## src/rtl/ula_seq_pkg.sv

```systemverilog
// Shared definitions for the sequential ALU: default widths, opcode
// encodings, flag bit positions and the FSM / engine enumerations.
package ula_seq_pkg;

  localparam int DATA_WIDTH_DEF   = 16;
  localparam int OPCODE_WIDTH_DEF = 4;
  localparam int RFLAGS_WIDTH_DEF = 5;

  localparam int OP_ADD = 0;
  localparam int OP_SUB = 1;
  localparam int OP_CMP = 2;
  localparam int OP_MUL = 3;
  localparam int OP_DIV = 4;
  localparam int OP_AND = 5;
  localparam int OP_OR  = 6;
  localparam int OP_NOT = 7;

  localparam int FLAG_DIVZ = 0;
  localparam int FLAG_LT   = 1;
  localparam int FLAG_EQ   = 2;
  localparam int FLAG_GT   = 3;
  localparam int FLAG_OVF  = 4;

  typedef enum logic [1:0] {
    S_IDLE,
    S_ITER,
    S_FIX,
    S_DONE
  } state_t;

  typedef enum logic {
    ENG_MUL,
    ENG_DIV
  } eng_mode_t;

endpackage

```

## src/rtl/ula_seq_if.sv

```systemverilog
// Request/response bundle between the control FSM (master) and the
// sequential ALU (slave).
interface ula_seq_if
  import ula_seq_pkg::*;
#(
  parameter int DATA_WIDTH   = DATA_WIDTH_DEF,
  parameter int OPCODE_WIDTH = OPCODE_WIDTH_DEF,
  parameter int RFLAGS_WIDTH = RFLAGS_WIDTH_DEF
);
  logic                           start;
  logic        [OPCODE_WIDTH-1:0] opcode;
  logic signed [DATA_WIDTH-1:0]   data1;
  logic signed [DATA_WIDTH-1:0]   data2;
  logic                           busy;
  logic                           done;
  logic signed [DATA_WIDTH-1:0]   out;
  logic signed [DATA_WIDTH-1:0]   rem;
  logic        [RFLAGS_WIDTH-1:0] rflags;

  modport master (
    output start, opcode, data1, data2,
    input  busy, done, out, rem, rflags
  );

  modport slave (
    input  start, opcode, data1, data2,
    output busy, done, out, rem, rflags
  );
endinterface

```

## src/rtl/ula_iter_core.sv

```systemverilog
// Unsigned iterative engine: W-step shift-add multiply or restoring divide.
// hi/lo hold the product (hi:lo) or remainder (hi) and quotient (lo).
module ula_iter_core
  import ula_seq_pkg::*;
#(
  parameter int W = DATA_WIDTH_DEF
) (
  input  logic         clk,
  input  logic         rst_n,
  input  logic         go,
  input  eng_mode_t    mode,
  input  logic [W-1:0] a_mag,
  input  logic [W-1:0] b_mag,
  output logic [W-1:0] prod_hi,
  output logic [W-1:0] prod_lo,
  output logic [W-1:0] quo,
  output logic [W-1:0] rmd,
  output logic         fin
);
  localparam int CW = (W > 1) ? $clog2(W) : 1;

  logic [W-1:0]  hi, lo, b_r;
  eng_mode_t     mode_r;
  logic          run;
  logic [CW-1:0] cnt;
  logic [W:0]    add_sum, sh;
  logic [W-1:0]  sub_res;
  logic          ge;

  // Per-step arithmetic for both algorithms
  always_comb begin
    add_sum = {1'b0, hi} + (lo[0] ? {1'b0, b_r} : '0);
    sh      = {hi, lo[W-1]};
    ge      = sh >= {1'b0, b_r};
    sub_res = sh[W-1:0] - b_r;
  end

  assign fin     = run && (cnt == CW'(W - 1));
  assign prod_hi = hi;
  assign prod_lo = lo;
  assign quo     = lo;
  assign rmd     = hi;

  // Load on go, then one shift/add or shift/subtract step per cycle
  always_ff @(posedge clk or negedge rst_n) begin
    if (!rst_n) begin
      hi     <= '0;
      lo     <= '0;
      b_r    <= '0;
      mode_r <= ENG_MUL;
      run    <= 1'b0;
      cnt    <= '0;
    end else if (go) begin
      hi     <= '0;
      lo     <= a_mag;
      b_r    <= b_mag;
      mode_r <= mode;
      run    <= 1'b1;
      cnt    <= '0;
    end else if (run) begin
      if (mode_r == ENG_DIV) begin
        if (ge) begin
          hi <= sub_res;
          lo <= {lo[W-2:0], 1'b1};
        end else begin
          hi <= sh[W-1:0];
          lo <= {lo[W-2:0], 1'b0};
        end
      end else begin
        hi <= add_sum[W:1];
        lo <= {add_sum[0], lo[W-1:1]};
      end
      cnt <= cnt + CW'(1);
      if (fin) run <= 1'b0;
    end
  end
endmodule

```

## src/rtl/ula_seq.sv

```systemverilog
// Sequential ALU top: start/busy/done handshake FSM, single-cycle ops,
// sign handling around the iterative MUL/DIV engine, and flag generation.
module ula_seq
  import ula_seq_pkg::*;
#(
  parameter int DATA_WIDTH   = DATA_WIDTH_DEF,
  parameter int OPCODE_WIDTH = OPCODE_WIDTH_DEF,
  parameter int RFLAGS_WIDTH = RFLAGS_WIDTH_DEF
) (
  input logic      clk,
  input logic      rst_n,
  ula_seq_if.slave bus
);
  localparam int W = DATA_WIDTH;
  localparam logic [OPCODE_WIDTH-1:0] C_ADD = OPCODE_WIDTH'(OP_ADD);
  localparam logic [OPCODE_WIDTH-1:0] C_SUB = OPCODE_WIDTH'(OP_SUB);
  localparam logic [OPCODE_WIDTH-1:0] C_CMP = OPCODE_WIDTH'(OP_CMP);
  localparam logic [OPCODE_WIDTH-1:0] C_MUL = OPCODE_WIDTH'(OP_MUL);
  localparam logic [OPCODE_WIDTH-1:0] C_DIV = OPCODE_WIDTH'(OP_DIV);
  localparam logic [OPCODE_WIDTH-1:0] C_AND = OPCODE_WIDTH'(OP_AND);
  localparam logic [OPCODE_WIDTH-1:0] C_OR  = OPCODE_WIDTH'(OP_OR);
  localparam logic [OPCODE_WIDTH-1:0] C_NOT = OPCODE_WIDTH'(OP_NOT);

  state_t                   state, state_nxt;
  logic                     accept, long_op, is_div, div_zero, go, fin;
  eng_mode_t                mode;
  logic        [W-1:0]      a_mag, b_mag, p_hi, p_lo, quo, rmd;
  logic                     div_r, neg_r, sa_r;
  logic signed [W-1:0]      out_r, rem_r;
  logic [RFLAGS_WIDTH-1:0]  flags_r;
  logic signed [W-1:0]      b_eff, sum, sc_out;
  logic [RFLAGS_WIDTH-1:0]  sc_flags;
  logic                     sc_ovf;
  logic signed [2*W-1:0]    prod_s;

  function automatic logic [W-1:0] mag(input logic signed [W-1:0] x);
    return x[W-1] ? -x : x;
  endfunction

  function automatic logic signed [W-1:0] apply_sign(input logic [W-1:0] m, input logic neg);
    return neg ? -m : m;
  endfunction

  // True when the signed 2W product is representable in W bits
  function automatic logic fits_w(input logic signed [2*W-1:0] p);
    return (p[2*W-1:W-1] == '0) || (p[2*W-1:W-1] == '1);
  endfunction

  assign is_div   = bus.opcode == C_DIV;
  assign div_zero = is_div && (bus.data2 == '0);
  assign long_op  = (bus.opcode == C_MUL) || (is_div && !div_zero);
  // A request is taken in IDLE and also in the DONE cycle for back-to-back use
  assign accept   = bus.start && ((state == S_IDLE) || (state == S_DONE));
  assign go       = accept && long_op;
  assign mode     = is_div ? ENG_DIV : ENG_MUL;
  assign a_mag    = mag(bus.data1);
  assign b_mag    = mag(bus.data2);
  assign prod_s   = neg_r ? -{p_hi, p_lo} : {p_hi, p_lo};

  ula_iter_core #(.W(W)) u_core (
    .clk     (clk),
    .rst_n   (rst_n),
    .go      (go),
    .mode    (mode),
    .a_mag   (a_mag),
    .b_mag   (b_mag),
    .prod_hi (p_hi),
    .prod_lo (p_lo),
    .quo     (quo),
    .rmd     (rmd),
    .fin     (fin)
  );

  // Handshake state register
  always_ff @(posedge clk or negedge rst_n) begin
    if (!rst_n) state <= S_IDLE;
    else        state <= state_nxt;
  end

  // Next-state: short ops go straight to DONE, long ops iterate then fix signs
  always_comb begin
    state_nxt = state;
    unique case (state)
      S_IDLE, S_DONE: state_nxt = accept ? (long_op ? S_ITER : S_DONE) : S_IDLE;
      S_ITER:         if (fin) state_nxt = S_FIX;
      S_FIX:          state_nxt = S_DONE;
      default:        state_nxt = S_IDLE;
    endcase
  end

  // Single-cycle result and flags; SUB/CMP add the two's-complement negation
  always_comb begin
    b_eff    = ((bus.opcode == C_SUB) || (bus.opcode == C_CMP)) ? -bus.data2 : bus.data2;
    sum      = bus.data1 + b_eff;
    sc_ovf   = (bus.data1[W-1] == b_eff[W-1]) && (sum[W-1] != bus.data1[W-1]);
    sc_out   = bus.data1;
    sc_flags = '0;
    case (bus.opcode)
      C_ADD, C_SUB: begin
        sc_out             = sum;
        sc_flags[FLAG_OVF] = sc_ovf;
      end
      C_CMP: begin
        sc_out             = sum;
        sc_flags[FLAG_OVF] = sc_ovf;
        sc_flags[FLAG_EQ]  = (sum == '0);
        sc_flags[FLAG_GT]  = !sum[W-1] && (sum != '0);
        sc_flags[FLAG_LT]  = sum[W-1];
      end
      C_AND:   sc_out = bus.data1 & bus.data2;
      C_OR:    sc_out = bus.data1 | bus.data2;
      C_NOT:   sc_out = (bus.data1 == '0) ? W'(1) : '0;
      C_DIV:   sc_flags[FLAG_DIVZ] = 1'b1;
      default: ;
    endcase
  end

  // Result registers: loaded on a short accept or in FIX, held otherwise
  always_ff @(posedge clk or negedge rst_n) begin
    if (!rst_n) begin
      out_r   <= '0;
      rem_r   <= '0;
      flags_r <= '0;
      div_r   <= 1'b0;
      neg_r   <= 1'b0;
      sa_r    <= 1'b0;
    end else begin
      if (go) begin
        div_r <= is_div;
        neg_r <= bus.data1[W-1] ^ bus.data2[W-1];
        sa_r  <= bus.data1[W-1];
      end
      if (accept && !long_op) begin
        out_r   <= sc_out;
        rem_r   <= '0;
        flags_r <= sc_flags;
      end else if (state == S_FIX) begin
        flags_r <= '0;
        if (div_r) begin
          // Only MIN / -1 yields a positive quotient magnitude of 2^(W-1)
          out_r             <= apply_sign(quo, neg_r);
          rem_r             <= apply_sign(rmd, sa_r);
          flags_r[FLAG_OVF] <= !neg_r && quo[W-1];
        end else begin
          out_r             <= prod_s[W-1:0];
          rem_r             <= '0;
          flags_r[FLAG_OVF] <= !fits_w(prod_s);
        end
      end
    end
  end

  assign bus.busy   = state != S_IDLE;
  assign bus.done   = state == S_DONE;
  assign bus.out    = out_r;
  assign bus.rem    = rem_r;
  assign bus.rflags = flags_r;
endmodule

```

## src/flat_wrapper.sv

```systemverilog
// flat-port wrapper written by rule: the top's interface ports become plain ports
module ula_seq_flat import ula_seq_pkg::*;
#(
  parameter int DATA_WIDTH   = DATA_WIDTH_DEF,
  parameter int OPCODE_WIDTH = OPCODE_WIDTH_DEF,
  parameter int RFLAGS_WIDTH = RFLAGS_WIDTH_DEF
)
  (clk, rst_n, bus_start, bus_opcode, bus_data1, bus_data2, bus_busy, bus_done, bus_out, bus_rem, bus_rflags);
  ula_seq_if #(.DATA_WIDTH(DATA_WIDTH), .OPCODE_WIDTH(OPCODE_WIDTH), .RFLAGS_WIDTH(RFLAGS_WIDTH)) bus_i ();
  input logic clk;
  input logic rst_n;
  input wire logic [$bits(bus_i.start)-1:0] bus_start;
  input wire logic [$bits(bus_i.opcode)-1:0] bus_opcode;
  input wire logic [$bits(bus_i.data1)-1:0] bus_data1;
  input wire logic [$bits(bus_i.data2)-1:0] bus_data2;
  output wire logic [$bits(bus_i.busy)-1:0] bus_busy;
  output wire logic [$bits(bus_i.done)-1:0] bus_done;
  output wire logic [$bits(bus_i.out)-1:0] bus_out;
  output wire logic [$bits(bus_i.rem)-1:0] bus_rem;
  output wire logic [$bits(bus_i.rflags)-1:0] bus_rflags;
  assign bus_i.start = bus_start;
  assign bus_i.opcode = bus_opcode;
  assign bus_i.data1 = bus_data1;
  assign bus_i.data2 = bus_data2;
  assign bus_busy = bus_i.busy;
  assign bus_done = bus_i.done;
  assign bus_out = bus_i.out;
  assign bus_rem = bus_i.rem;
  assign bus_rflags = bus_i.rflags;
  ula_seq #(.DATA_WIDTH(DATA_WIDTH), .OPCODE_WIDTH(OPCODE_WIDTH), .RFLAGS_WIDTH(RFLAGS_WIDTH)) u_core (.clk(clk), .rst_n(rst_n), .bus(bus_i));
endmodule
```

## config.mk

```make
export PLATFORM = sky130hd
export DESIGN_NAME = ula_seq_flat
export DESIGN_NICKNAME = d
export VERILOG_FILES = /design/src/rtl/ula_seq_pkg.sv /design/src/rtl/ula_seq_if.sv /design/src/rtl/ula_iter_core.sv /design/src/rtl/ula_seq.sv /design/src/flat_wrapper.sv
export SDC_FILE = /design/constraint.sdc
export NUM_CORES = 1
export LEC_CHECK = 0
export ABC_CLOCK_PERIOD_IN_PS = 3300
export CORE_MARGIN = 5
export CORE_UTILIZATION = 30
export DETAILED_ROUTE_END_ITERATION = 6
export PLACE_DENSITY = 0.52
export SKIP_CTS_REPAIR_TIMING = 1
export SKIP_LAST_GASP = 1
export SYNTH_ARGS = -nofsm -noshare
export SYNTH_HDL_FRONTEND = slang
export SYNTH_SLANG_ARGS = --single-unit
```

## constraint.sdc

```tcl
create_clock -name clk -period 3.3 [get_ports clk]
set_clock_uncertainty 0.05 [all_clocks]
set_input_delay 0.33 -clock clk [delete_from_list [all_inputs] [get_ports clk]]
set_output_delay 0.33 -clock clk [all_outputs]
set_load 0.05 [all_outputs]
```

# Yosys cells after proc, flatten, opt, wreduce, memory -nomap -nowiden
# Index checks and enable logic that the tools add are counted.
# totals
output_inout_bits	39
input_bits	39
register_bits	96
# classes
magnitude_cmp	1
n_addsub	9
n_mux	38
bitwise_logic	3
eq_ne	15
n_reduce_logical	30
# op_table
cell	n
16-bit 2-to-1 mux	19
16-bit negation	4
16-bit case mux with 4 select lines	1
16-bit zero test	3
32-bit 2-to-1 mux	1
32-bit negation	1
16-bit by 17-bit adder with 17-bit output	1
17-bit equality test (second input constant)	1
17-bit by 16-bit greater-or-equal comparator with 1-bit output	1
17-bit zero test	1
16-bit adder	1
16-bit bitwise AND	1
4-bit by 3-bit equality test with 1-bit output (second input constant)	4
16-bit bitwise OR	1
16-bit nonzero test	1
16-bit subtractor	1
5-bit 2-to-1 mux	2
1-bit logical AND	9
4-bit by 2-bit equality test with 1-bit output (second input constant)	2
1-bit 2-to-1 mux	8
4-bit 2-to-1 mux	2
2-bit 2-to-1 mux	3
2-bit case mux with 3 select lines	1
2-bit nonzero test	3
16 further kinds	24

# Logic depth before layout (Yosys ltp)
# Gate-level depths: netlist (run 1).
# depth
depth_word	8
ltp_mapped	16
depth_no_buf	16

# Hierarchy
# From an unflattened synthesis (run 1), not the netlist that was laid out.
# unflattened
cells_unflattened	1339
area_unflattened_um2	10415.0
# by_module_without_submodules
module	area_per_inst_um2	cells_per_inst	n_inst	seq_area_each_um2
ula_seq	5936.9	800	1	1051.0
ula_iter_core	4478.0	539	1	1351.3

# Least setup slack after synthesis (run 1)
# No wires, ideal clock.
# synth_path
path_type	input to register
from	input bus_data2[1]
to	register u_core.flags_r[3] (netlist: u_core.bus.rflags[3])
n_path_buf	0
slack_ps	-826
required_time_ps	3129
t_arrival_ps	3955
stages	14
cell_sequence	or3_1 -> or4b_1 -> or3_1 -> or3_1 -> or3_1 -> nand2_1 -> xnor2_1 -> ha_1 -> nor4_1 -> a21oi_1 -> o311ai_0 -> a211o_1 -> or4_1 -> a22o_1
# synth_between
elab_chain_cells	8
elab_cells_between_ends	16
cone_classes	2 x add/sub; 3 x mux; 11 x reduce/logical
# synth_lines
element	line_no	text
start: declaration	flat_wrapper.sv:15	input wire logic [$bits(bus_i.data2)-1:0] bus_data2;
parallel branches: the longest is 8 deep, another holds 16-bit negation	n/a	
end signal: assignment	ula_seq.sv:136	flags_r <= sc_flags;
end signal: indexed assignment	ula_seq.sv:143	flags_r[FLAG_OVF] <= !neg_r && quo[W-1];
end signal: indexed assignment	ula_seq.sv:147	flags_r[FLAG_OVF] <= !fits_w(prod_s);
end: declaration	ula_seq.sv:30	logic [RFLAGS_WIDTH-1:0] flags_r;
# Parallel ways; which one is timed is not known.
# A chain may end at the register's enable or synchronous reset.

# Final worst setup path (run 1)
# Ends and elaborated chain as after synthesis.

==> flow_summary_export.csv, run 1 <==
group,metric,value,unit
power_and_ir_drop,switching_share,0.490,
sta,max_freq,249,MHz
place,dp_hpwl,25800,um
critical_path,worstReg2RegStart,"u_core.u_core.prod_lo[3]",
global_routing,antenna_found_initial,0,
power_and_ir_drop,power_switching,0.00608,W
sta,timing.hold.ws,0.0943,ns
layout,multiInputGateArea,6640,um^2
power_and_ir_drop,p_leak,5.38,nW
sta,setup-tns-final,-3.11,ns
critical_path,path_delay_family,"simple AND/OR/NAND/NOR gates",
critical_path,regToRegEndpoint,"u_core.bus.rflags[4]",
detailed_routing,antenna_left,0,
global_routing,grt_pass1_wl,51100,um
critical_path,crit_fanout,4,
power_and_ir_drop,p_int,0.00633,W
floorplan,fp-row-count,64,
global_routing,grt_pass1_vias,9071,
logic_synthesis,synthCells,1163,
sta,rsz0062_at_grt,"yes",
logic_synthesis,ys_types,75,
sta,max-slew-margin-rel,0.289,
sta,max_slew.worst_pin.slew,1.07,ns
detailed_routing,dr.pass1.iters,5,
clocking,htreeDepth,3,
flow_run,max_cap_viol_count,0,
sta,final_max_slew_viol_count,0,
layout,fillCellCount,3130,
sta,setup_viol,11,
floorplan,core,30400,um^2
sta,finalCritPeriodShare,1.21,
critical_path,crit_required,3.49,ns
sta,fin_ws,-0.709,ns
clocking,clk-insertion-delay-late,0.36,ns
critical_path,crit_top_cell,"or3_4",
floorplan,die-height,185,um
logic_synthesis,yosys.area.top_type,"dfrtp_1",
logic_synthesis,yosys-top-cells-area,"dfrtp_1 26%, ha_1 8.4%, o21ai_0 6.4%",
layout,antenna_cells,0,
outcome,outcome,"finished, violations left",
layout,final-seq-area,2380,um^2
power_and_ir_drop,vdd_drop_max,0.503,mV
place,gp_congestion,0.934,
logic_synthesis,syn_avg_cell_area,7.90,um^2
critical_path,crit_path_start_kind,"input port",
worst_hold_path,hp-class,"in -> async",
sta,hold_violations,0,
floorplan,die_x,185,um
logic_synthesis,synth_edf_count,0,
outcome,violations,"setup timing",
floorplan,num_io_pins,78,
detailed_routing,vias_per_cell,5.36,
critical_path,end_kind,"register",
critical_path,crit_chain,"buf_6 -> or3_4 -> or4b_4 -> or3_4 -> or3_4 -> or3_4 -> nand2_4 -> xnor2_2 -> ha_2 -> nor4_1 -> a21oi_1 -> o311ai_1 -> a211o_1 -> or4_4 -> a22o_1",
clocking,cts.reportedPaths.clkPinSlew,0.08,ns
detailed_routing,drc,0,
detailed_routing,wl,33100,um
layout,final_cell_mix,"181 x buf_4, 139 x nand2_1, 106 x o21ai_0",
power_and_ir_drop,total_power,0.0124,W
power_and_ir_drop,p_seq_frac,0.173,
logic_synthesis,yosysTopAreaCellShare,0.259,
clocking,cts_made_buffers,9,
global_routing,grt_max_degree,78,
clocking,clockBufferDepth,2,
clocking,cts_tree,"built",
floorplan,initial_core_util,0.302,
place,numPortBuffers,77,
layout,drive_gt1_frac,0.212,
layout,area_growth,34.7,%
logic_synthesis,synthArstFlopShare,1.00,
logic_synthesis,syn_nets,1267,
power_and_ir_drop,pwr-share-clk,0.101,
critical_path,critPathMaxStageDelay,0.55,ns
critical_path,cpMaxStageDelayCell,"or4_4",
critical_path,critPathBufInv,1,
layout,fin_nets,1466,
logic_synthesis,ys_ff_latch,95,
power_and_ir_drop,combinationalPowerShare,0.726,
logic_synthesis,syn_area,9190,um^2
critical_path,crit_type,"in -> reg",
logic_synthesis,synth_ff_type,"dfrtp_1",
critical_path,r2r_setup_slack,0.03,ns
logic_synthesis,yosysSeqAreaShare,0.259,
detailed_routing,vias,9452,
sta,fin_crit,4.01,ns
layout,final_common_cell,"buf_4",
detailed_routing,drt_iter0_markers,700,
clocking,cts.sinks,95,
critical_path,rr_worst_depth,8,
global_routing,grt-ovfl-total,0,
logic_synthesis,yosysWarnings,0,
layout,fin_util,0.407,
critical_path,critical_path_arrival,4.20,ns
floorplan,die_area,34200,um^2
clocking,cts_root_buf,"clkbuf_16",
power_and_ir_drop,power_density,1000,nW/um^2
detailed_routing,post_drt_wl_per_cell,18.8,um
global_routing,track_usage,0.190,
==> state kept, by name, indices dropped and copies added (netlist names) <==
name	flops
u_core.sa_r	1
u_core.bus.out	16
u_core.u_core.mode_r	1
u_core.u_core.b_r	16
u_core.u_core.prod_lo	16
u_core.u_core.run	1
u_core.neg_r	1
u_core.bus.rflags	5
u_core.u_core.cnt	4
u_core.state	2
u_core.bus.rem	16
u_core.u_core.prod_hi	16
==> kinds of logic after synthesis <==
group | after synthesis | synth area share
multiplexers | 31 | 0.0344
buffers and inverters | 128 | 0.0549
flip-flops | 95 | 0.259
AND/OR/NAND/NOR | 374 | 0.199
AO/OA/AOI/OAI | 351 | 0.249
adder cells (fa/ha/maj) | 65 | 0.0909
XOR/XNOR | 119 | 0.113
==> power by group through the flow <==
stage	clock network (W)	logic (W)	registers, W
after floorplan	0	0.00546	0.00259
after global placement	0	0.00869	0.00216
after detailed placement	0	0.00875	0.00216
after CTS	0.00129	0.00879	0.00214
after global routing	0.00133	0.00986	0.00221
final	0.00126	0.00900	0.00215
==> cells in the mapped netlist (5+ instances only) <==
cell      instances
a211oi_1          8
a21o_1           20
a21oi_1          58
a221oi_1          6
a222oi_1         10
a31o_2            5
a31oi_1          10
a32oi_1           5
and2_1            5
and3_1            7
buf_1             7
clkbuf_1         69
dfrtp_1          95
ha_1             62
inv_1            43
mux2i_1          26
nand2_1         143
nand2b_1         17
nand3_1          12
nand4_1          12
nor2_1           79
nor2b_1          10
nor3_1           18
nor4_1           10
o211ai_1         37
o21a_1            6
o21ai_0         118
o21ai_1           5
o22ai_1           5
o31ai_1          17
o41ai_1           7
or2_2             7
or3_1            21
or4_1            10
xnor2_1          58
xor2_1           61
==> worst max path at each step <==
stage                            start              endpoint  cells past startpoint
after detailed placement  bus_data2[1]  u_core.bus.rflags[3]                     16
after CTS                 bus_data2[1]  u_core.bus.rflags[3]                     16
after global routing      bus_data2[1]  u_core.bus.rflags[3]                     15
after global placement    bus_data2[1]  u_core.bus.rflags[3]                     16
final                     bus_data2[1]  u_core.bus.rflags[3]                     15
after floorplan           bus_data2[1]  u_core.bus.rflags[3]                     15
==> cell type report <==
class                           count  share of cell area
Inverter                           45              0.0138
Multi-Input combinational cell    940               0.537
Timing Repair Buffer              271               0.190
Clock buffer                       11              0.0196
Sequential cell                    95               0.192
Tap cell                          396              0.0400
Clock inverter                      5             0.00839
==> metrics by stage <==
stage | setup WS, ns | area (um^2) | instances
global route | -0.787 | 12400 | 1763
detailed placement | -1.28 | 11600 | 1737
floorplan | -0.658 | 9240 | 1163
finish | -0.709 | 12400 | 1763
CTS | -0.908 | 12000 | 1753
global placement | -1.24 | 11600 | 1737
==> routing by layer <==
metal | vias to the layer above | wire (um) | GRT usage | share of wire
met5 | - | 0 | 0 | 0
met4 | 0 | 798 | 0.0558 | 0.024
met3 | 48 | 1650 | 0.0281 | 0.050
met2 | 286 | 15200 | 0.303 | 0.46
met1 | 4517 | 15500 | 0.267 | 0.47
li1 | 4601 | - | - | -
(Power assumes the default switching activity.)
==> inputs of run 2 (changes only) <==
Settings changed: ABC_CLOCK_PERIOD_IN_PS 3300 to unset, CORE_UTILIZATION 30 to 60, PLACE_DENSITY 0.52 to 0.87.
==> run 2 against run 1 <==
Against the previous run: the run still ends with setup timing left; maximum frequency decreased by 6.2%; combinational power decreased by 2%; non-clock buffer count decreased by 12; final cell count decreased by 13%; via count increased by 6.5%; total power decreased by 1.4%; hold slack got worse by 0.090 ns; core utilization increased by 38 points; critical path depth increased by 1; clock power decreased by 9.5%; routed wire length decreased by 4.4%; flip-flop and latch count unchanged.
==> flow_summary_export.csv, run 2 (synthesis results as in run 1) <==
group,metric,value,unit
critical_path,critPathMaxStageDelay,0.56,ns
sta,setup_viol,10,
layout,area_growth,29.9,%
critical_path,crit_path_start_kind,"input port",
layout,antenna_cells,0,
power_and_ir_drop,vdd_drop_max,0.521,mV
detailed_routing,wl,31700,um
sta,setup-tns-final,-5.14,ns
critical_path,cp-startpoint,"bus_data2[2]",
critical_path,crit_top_cell,"or3_4",
clocking,clk-insertion-delay-late,0.36,ns
global_routing,grt_pass1_vias,9480,
detailed_routing,post_drt_wl_per_cell,20.5,um
outcome,outcome,"finished, violations left",
clocking,cts_made_buffers,9,
floorplan,die-height,134,um
sta,rsz0062_at_grt,"yes",
power_and_ir_drop,power_density,1020,nW/um^2
flow_run,max_cap_viol_count,0,
floorplan,num_io_pins,78,
worst_hold_path,hp-class,"in -> async",
layout,drive_gt1_frac,0.202,
critical_path,crit_type,"in -> reg",
critical_path,worstReg2RegStart,"u_core.u_core.prod_lo[13]",
clocking,cts_tree,"built",
floorplan,initial_core_util,0.609,
global_routing,antenna_found_initial,0,
clocking,cts_root_buf,"clkbuf_16",
global_routing,grt_pass1_wl,48700,um
critical_path,r2r_setup_slack,-0.01,ns
layout,final_common_cell,"buf_4",
sta,timing.hold.ws,0.00477,ns
floorplan,fp-row-count,45,
detailed_routing,dr.pass1.iters,7,
critical_path,critical_path_arrival,4.47,ns
floorplan,core,15100,um^2
detailed_routing,vias_per_cell,6.53,
clocking,cts.sinks,95,
global_routing,track_usage,0.340,
sta,fin_crit,4.27,ns
clocking,clockBufferDepth,2,
sta,max_freq,234,MHz
critical_path,path_delay_family,"simple AND/OR/NAND/NOR gates",
detailed_routing,vias,10100,
critical_path,crit_fanout,4,
sta,max_slew.worst_pin.slew,0.827,ns
critical_path,critPathBufInv,2,
layout,final_area,11900,um^2
critical_path,end_kind,"register",
sta,hold_violations,0,
place,numPortBuffers,77,
layout,final_cell_mix,"172 x buf_4, 141 x nand2_1, 105 x o21ai_0",
critical_path,crit_required,3.50,ns
layout,fin_util,0.791,
critical_path,regToRegEndpoint,"u_core.bus.rflags[4]",
critical_path,cpMaxStageDelayCell,"or4_4",
sta,finalCritPeriodShare,1.29,
floorplan,die_area,17900,um^2
global_routing,grt-ovfl-total,0,
outcome,violations,"setup timing",
detailed_routing,antenna_left,0,
detailed_routing,drt_iter0_markers,1317,
detailed_routing,drc,0,
layout,fin_nets,1454,
place,placed_cell_area,11300,um^2
clocking,htreeDepth,3,
critical_path,crit_chain,"buf_6 -> or3_4 -> or4b_4 -> or3_4 -> or3_4 -> buf_6 -> or3_4 -> nand2_2 -> xnor2_2 -> ha_2 -> nor4_4 -> a21oi_1 -> o311ai_1 -> a211o_1 -> or4_4 -> a22o_1",
critical_path,worst-path-stages,16,
place,dp_hpwl,23900,um
sta,max-slew-margin-rel,0.449,
sta,fin_ws,-0.973,ns
power_and_ir_drop,p_leak,5.29,nW
sta,final_max_slew_viol_count,0,
clocking,cts.reportedPaths.clkPinSlew,0.07,ns
global_routing,grt_max_degree,63,
critical_path,rr_worst_depth,8,
floorplan,die_x,134,um
place,gp_congestion,1.03,
## run 2: cell count changes in the layout (fill, tap and decap cells not counted), sizes merged
| cell | change |
|---|---|
| bufinv | -1 |
| clkdlybuf4s50 | +2 |
| clkinv | +2 |
| clkbuf | -2 |
| buf | -11 |
| dlymetal6s2s | -2 |
| inv | -1 |
## run 2: power breakdown
| group | switching (W) | internal [W] |
|---|---|---|
| logic | 0.00513 | 0.00371 |
| clock network | 0.000460 | 0.000682 |
| registers | 0.000538 | 0.00171 |
## run 2: per-layer routing
| layer | GRT usage | vias up | part of all wire |
|---|---|---|---|
| met4 | 0.174 | 0 | 0.063 |
| li1 | - | 4582 | - |
| met2 | 0.557 | 618 | 0.46 |
| met5 | 0 | - | 0 |
| met1 | 0.433 | 4713 | 0.39 |
| met3 | 0.0544 | 158 | 0.087 |
## run 2: worst register-to-register path, cell delays in order, from the launching register on
cell,delay [ns]
dfrtp_1,0.39
or4_1,0.58
or4_4,0.62
or3_4,0.43
mux2_1,0.22
a32oi_1,0.12
nor4b_1,0.41
a31oi_1,0.15
a31o_1,0.23
## run 2: layout make-up
cell class,instances,area (um^2)
fillers,1060,3150
clock buffers,10,239
clock inverters,5,82.6
inverters,45,171
repair buffers,259,2250
well taps,188,235
flip-flops and latches,95,2380
multi-input cells,940,6590
## run 2: metrics by stage
| step | setup WS (ns) | total power [W] | cells |
|---|---|---|---|
| after floorplan | -0.658 | 0.00805 | 1163 |
| after global placement | -1.24 | 0.0105 | 1520 |
| after detailed placement | -1.31 | 0.0107 | 1520 |
| after CTS | -0.942 | 0.0119 | 1535 |
| after global routing | -1.04 | 0.0130 | 1542 |
| final | -0.973 | 0.0122 | 1542 |
## run 2: worst max path at each step
stage                     slack [ns]                    to
after floorplan                -0.66  u_core.bus.rflags[3]
after global placement         -1.24  u_core.bus.rflags[3]
after detailed placement       -1.31  u_core.bus.rflags[3]
after CTS                      -0.94  u_core.bus.rflags[3]
after global routing           -1.04  u_core.bus.rflags[3]
final                          -0.97  u_core.bus.rflags[3]
==> inputs of run 3 (changes only) <==
Settings changed: CORE_UTILIZATION 60 to 45, PLACE_DENSITY 0.87 to 0.7.
==> run 3 against run 2 <==
Against the previous run: the run ends with DRC, setup timing left; core utilization fell by 19 points; clock-buffer cell count did not move; combinational power rose by 1%; total power rose by 0.28%.
==> flow_summary_export.csv, run 3 (synthesis results as in run 1) <==
group,metric,value,unit
floorplan,die-height,153,um
clocking,clk-insertion-delay-late,0.36,ns
detailed_routing,post_drt_wl_per_cell,18.7,um
flow_run,max_cap_viol_count,0,
critical_path,crit_required,3.50,ns
global_routing,grt_pass1_vias,9119,
floorplan,initial_core_util,0.456,
place,gp_congestion,1.01,
sta,finalCritPeriodShare,1.20,
clocking,cts_tree,"built",
clocking,cts.reportedPaths.clkPinSlew,0.07,ns
critical_path,critPathBufInv,1,
place,numPortBuffers,77,
detailed_routing,wl_met2,14000,um
global_routing,grt_max_degree,66,
layout,antenna_cells,0,
clocking,htreeDepth,3,
layout,final_common_cell,"buf_4",
critical_path,cpMaxStageDelayCell,"or4b_4",
critical_path,crit_top_cell,"or3_4",
global_routing,track_usage,0.254,
detailed_routing,drc,3,
place,dp_hpwl,23800,um
power_and_ir_drop,power_density,1010,nW/um^2
detailed_routing,vias,9650,
layout,drive_gt1_frac,0.216,
sta,setup_viol,9,
outcome,violations,"DRC, setup timing",
sta,max_slew.worst_pin.slew,1.10,ns
power_and_ir_drop,vdd_drop_max,0.380,mV
floorplan,fp-row-count,52,
sta,fin_ws,-0.670,ns
power_and_ir_drop,pwr-share-clk,0.094,
critical_path,crit_chain,"buf_6 -> or3_4 -> or4b_4 -> or3_4 -> or3_4 -> nand2_4 -> xnor2_2 -> ha_1 -> nand2_2 -> nor2_2 -> a211oi_2 -> o31a_1 -> xor2_2 -> nand2_1 -> or4_4 -> a22o_1",
critical_path,path_delay_family,"simple AND/OR/NAND/NOR gates",
detailed_routing,top_layer,"met4",
floorplan,core,20200,um^2
sta,setup-tns-final,-3.53,ns
global_routing,grt_pass1_wl,48500,um
layout,area_growth,32.3,%
detailed_routing,wl_met1,13400,um
clocking,clockBufferDepth,2,
detailed_routing,drt_iter0_markers,824,
critical_path,crit_type,"in -> reg",
sta,max_freq,252,MHz
global_routing,antenna_found_initial,0,
global_routing,grt-ovfl-total,0,
sta,fin_crit,3.97,ns
power_and_ir_drop,switching_share,0.493,
floorplan,num_io_pins,78,
detailed_routing,wl_met3,2100,um
critical_path,critPathMaxStageDelay,0.55,ns
detailed_routing,vias_per_cell,5.91,
critical_path,critical_path_arrival,4.17,ns
clocking,cts_root_buf,"clkbuf_16",
sta,timing.hold.ws,0.0229,ns
power_and_ir_drop,power_switching,0.00605,W
worst_hold_path,hp-class,"in -> async",
sta,hold_violations,0,
power_and_ir_drop,p_seq_frac,0.175,
layout,final_cell_mix,"181 x buf_4, 138 x nand2_1, 109 x o21ai_0",
layout,fin_nets,1461,
outcome,outcome,"finished, violations left",
floorplan,die_area,23400,um^2
critical_path,crit_fanout,3,
detailed_routing,dr.pass1.iters,7,
sta,final_max_slew_viol_count,0,
sta,rsz0062_at_grt,"yes",
critical_path,end_kind,"register",
power_and_ir_drop,total_power,0.0123,W
layout,fillCellCount,1772,
power_and_ir_drop,combinationalPowerShare,0.731,
clocking,cts.sinks,95,
clocking,cts_made_buffers,9,
detailed_routing,wl,30500,um
power_and_ir_drop,p_leak,5.33,nW
detailed_routing,antenna_left,0,
floorplan,die_x,153,um
layout,fin_util,0.603,
power_and_ir_drop,p_int,0.00622,W
sta,max-slew-margin-rel,0.267,
critical_path,crit_path_start_kind,"input port",
## run 3: cell types whose count changed in the layout (fill, tap and decap cells not counted), sizes merged
cell / before / now
clkdlybuf4s50: 68 / 65
dlymetal6s2s: 5 / 8
buf: 185 / 193
inv: 43 / 44
clkbuf: 11 / 10
## run 3: layer usage
layer	up-vias	track usage
met5	-	0
met1	4539	0.349
li1	4597	-
met2	440	0.414
met4	0	0.0878
met3	74	0.0303
## run 3: power groups by stage
stage | Combinational, W | Sequential, W | Clock (W)
after floorplan | 0.00546 | 0.00259 | 0
after global placement | 0.00860 | 0.00214 | 0
after detailed placement | 0.00872 | 0.00216 | 0
after CTS | 0.00877 | 0.00214 | 0.00116
after global routing | 0.00979 | 0.00221 | 0.00122
final | 0.00896 | 0.00215 | 0.00115
## run 3: area by class of cell
cell class,instances,area [um^2],area share
multi-input cells,940,6670,0.549
inverters,45,169,0.0139
clock buffers,10,229,0.0188
repair buffers,266,2280,0.187
flip-flops and latches,95,2380,0.196
clock inverters,6,93.8,0.00772
well taps,270,338,0.0278
## run 3: through the flow
step                worst slack, ns  cells  area [um^2]
floorplan                    -0.658   1163         9240
global placement              -1.24   1609        11400
detailed placement            -1.35   1609        11400
CTS                          -0.976   1625        11800
global route                 -0.805   1632        12200
finish                       -0.670   1632        12200
## run 3: worst paths after layout
check / start / to / slack, ns / cells after the start
worst max register to register: u_core.u_core.prod_lo[12] / u_core.bus.rflags[4] / -0.01 / 8
min in group clk: bus_opcode[0] / u_core.bus.rflags[0] / 0.34 / 3
max in group asynchronous: rst_n / u_core.bus.rflags[4] / 2.37 / 2
worst max-delay path: bus_data2[2] / u_core.bus.rflags[3] / -0.67 / 16
worst min register to register: u_core.bus.rem[0] / u_core.bus.rem[0] / 0.43 / 2
worst min-delay path: rst_n / u_core.u_core.prod_hi[11] / 0.02 / 1
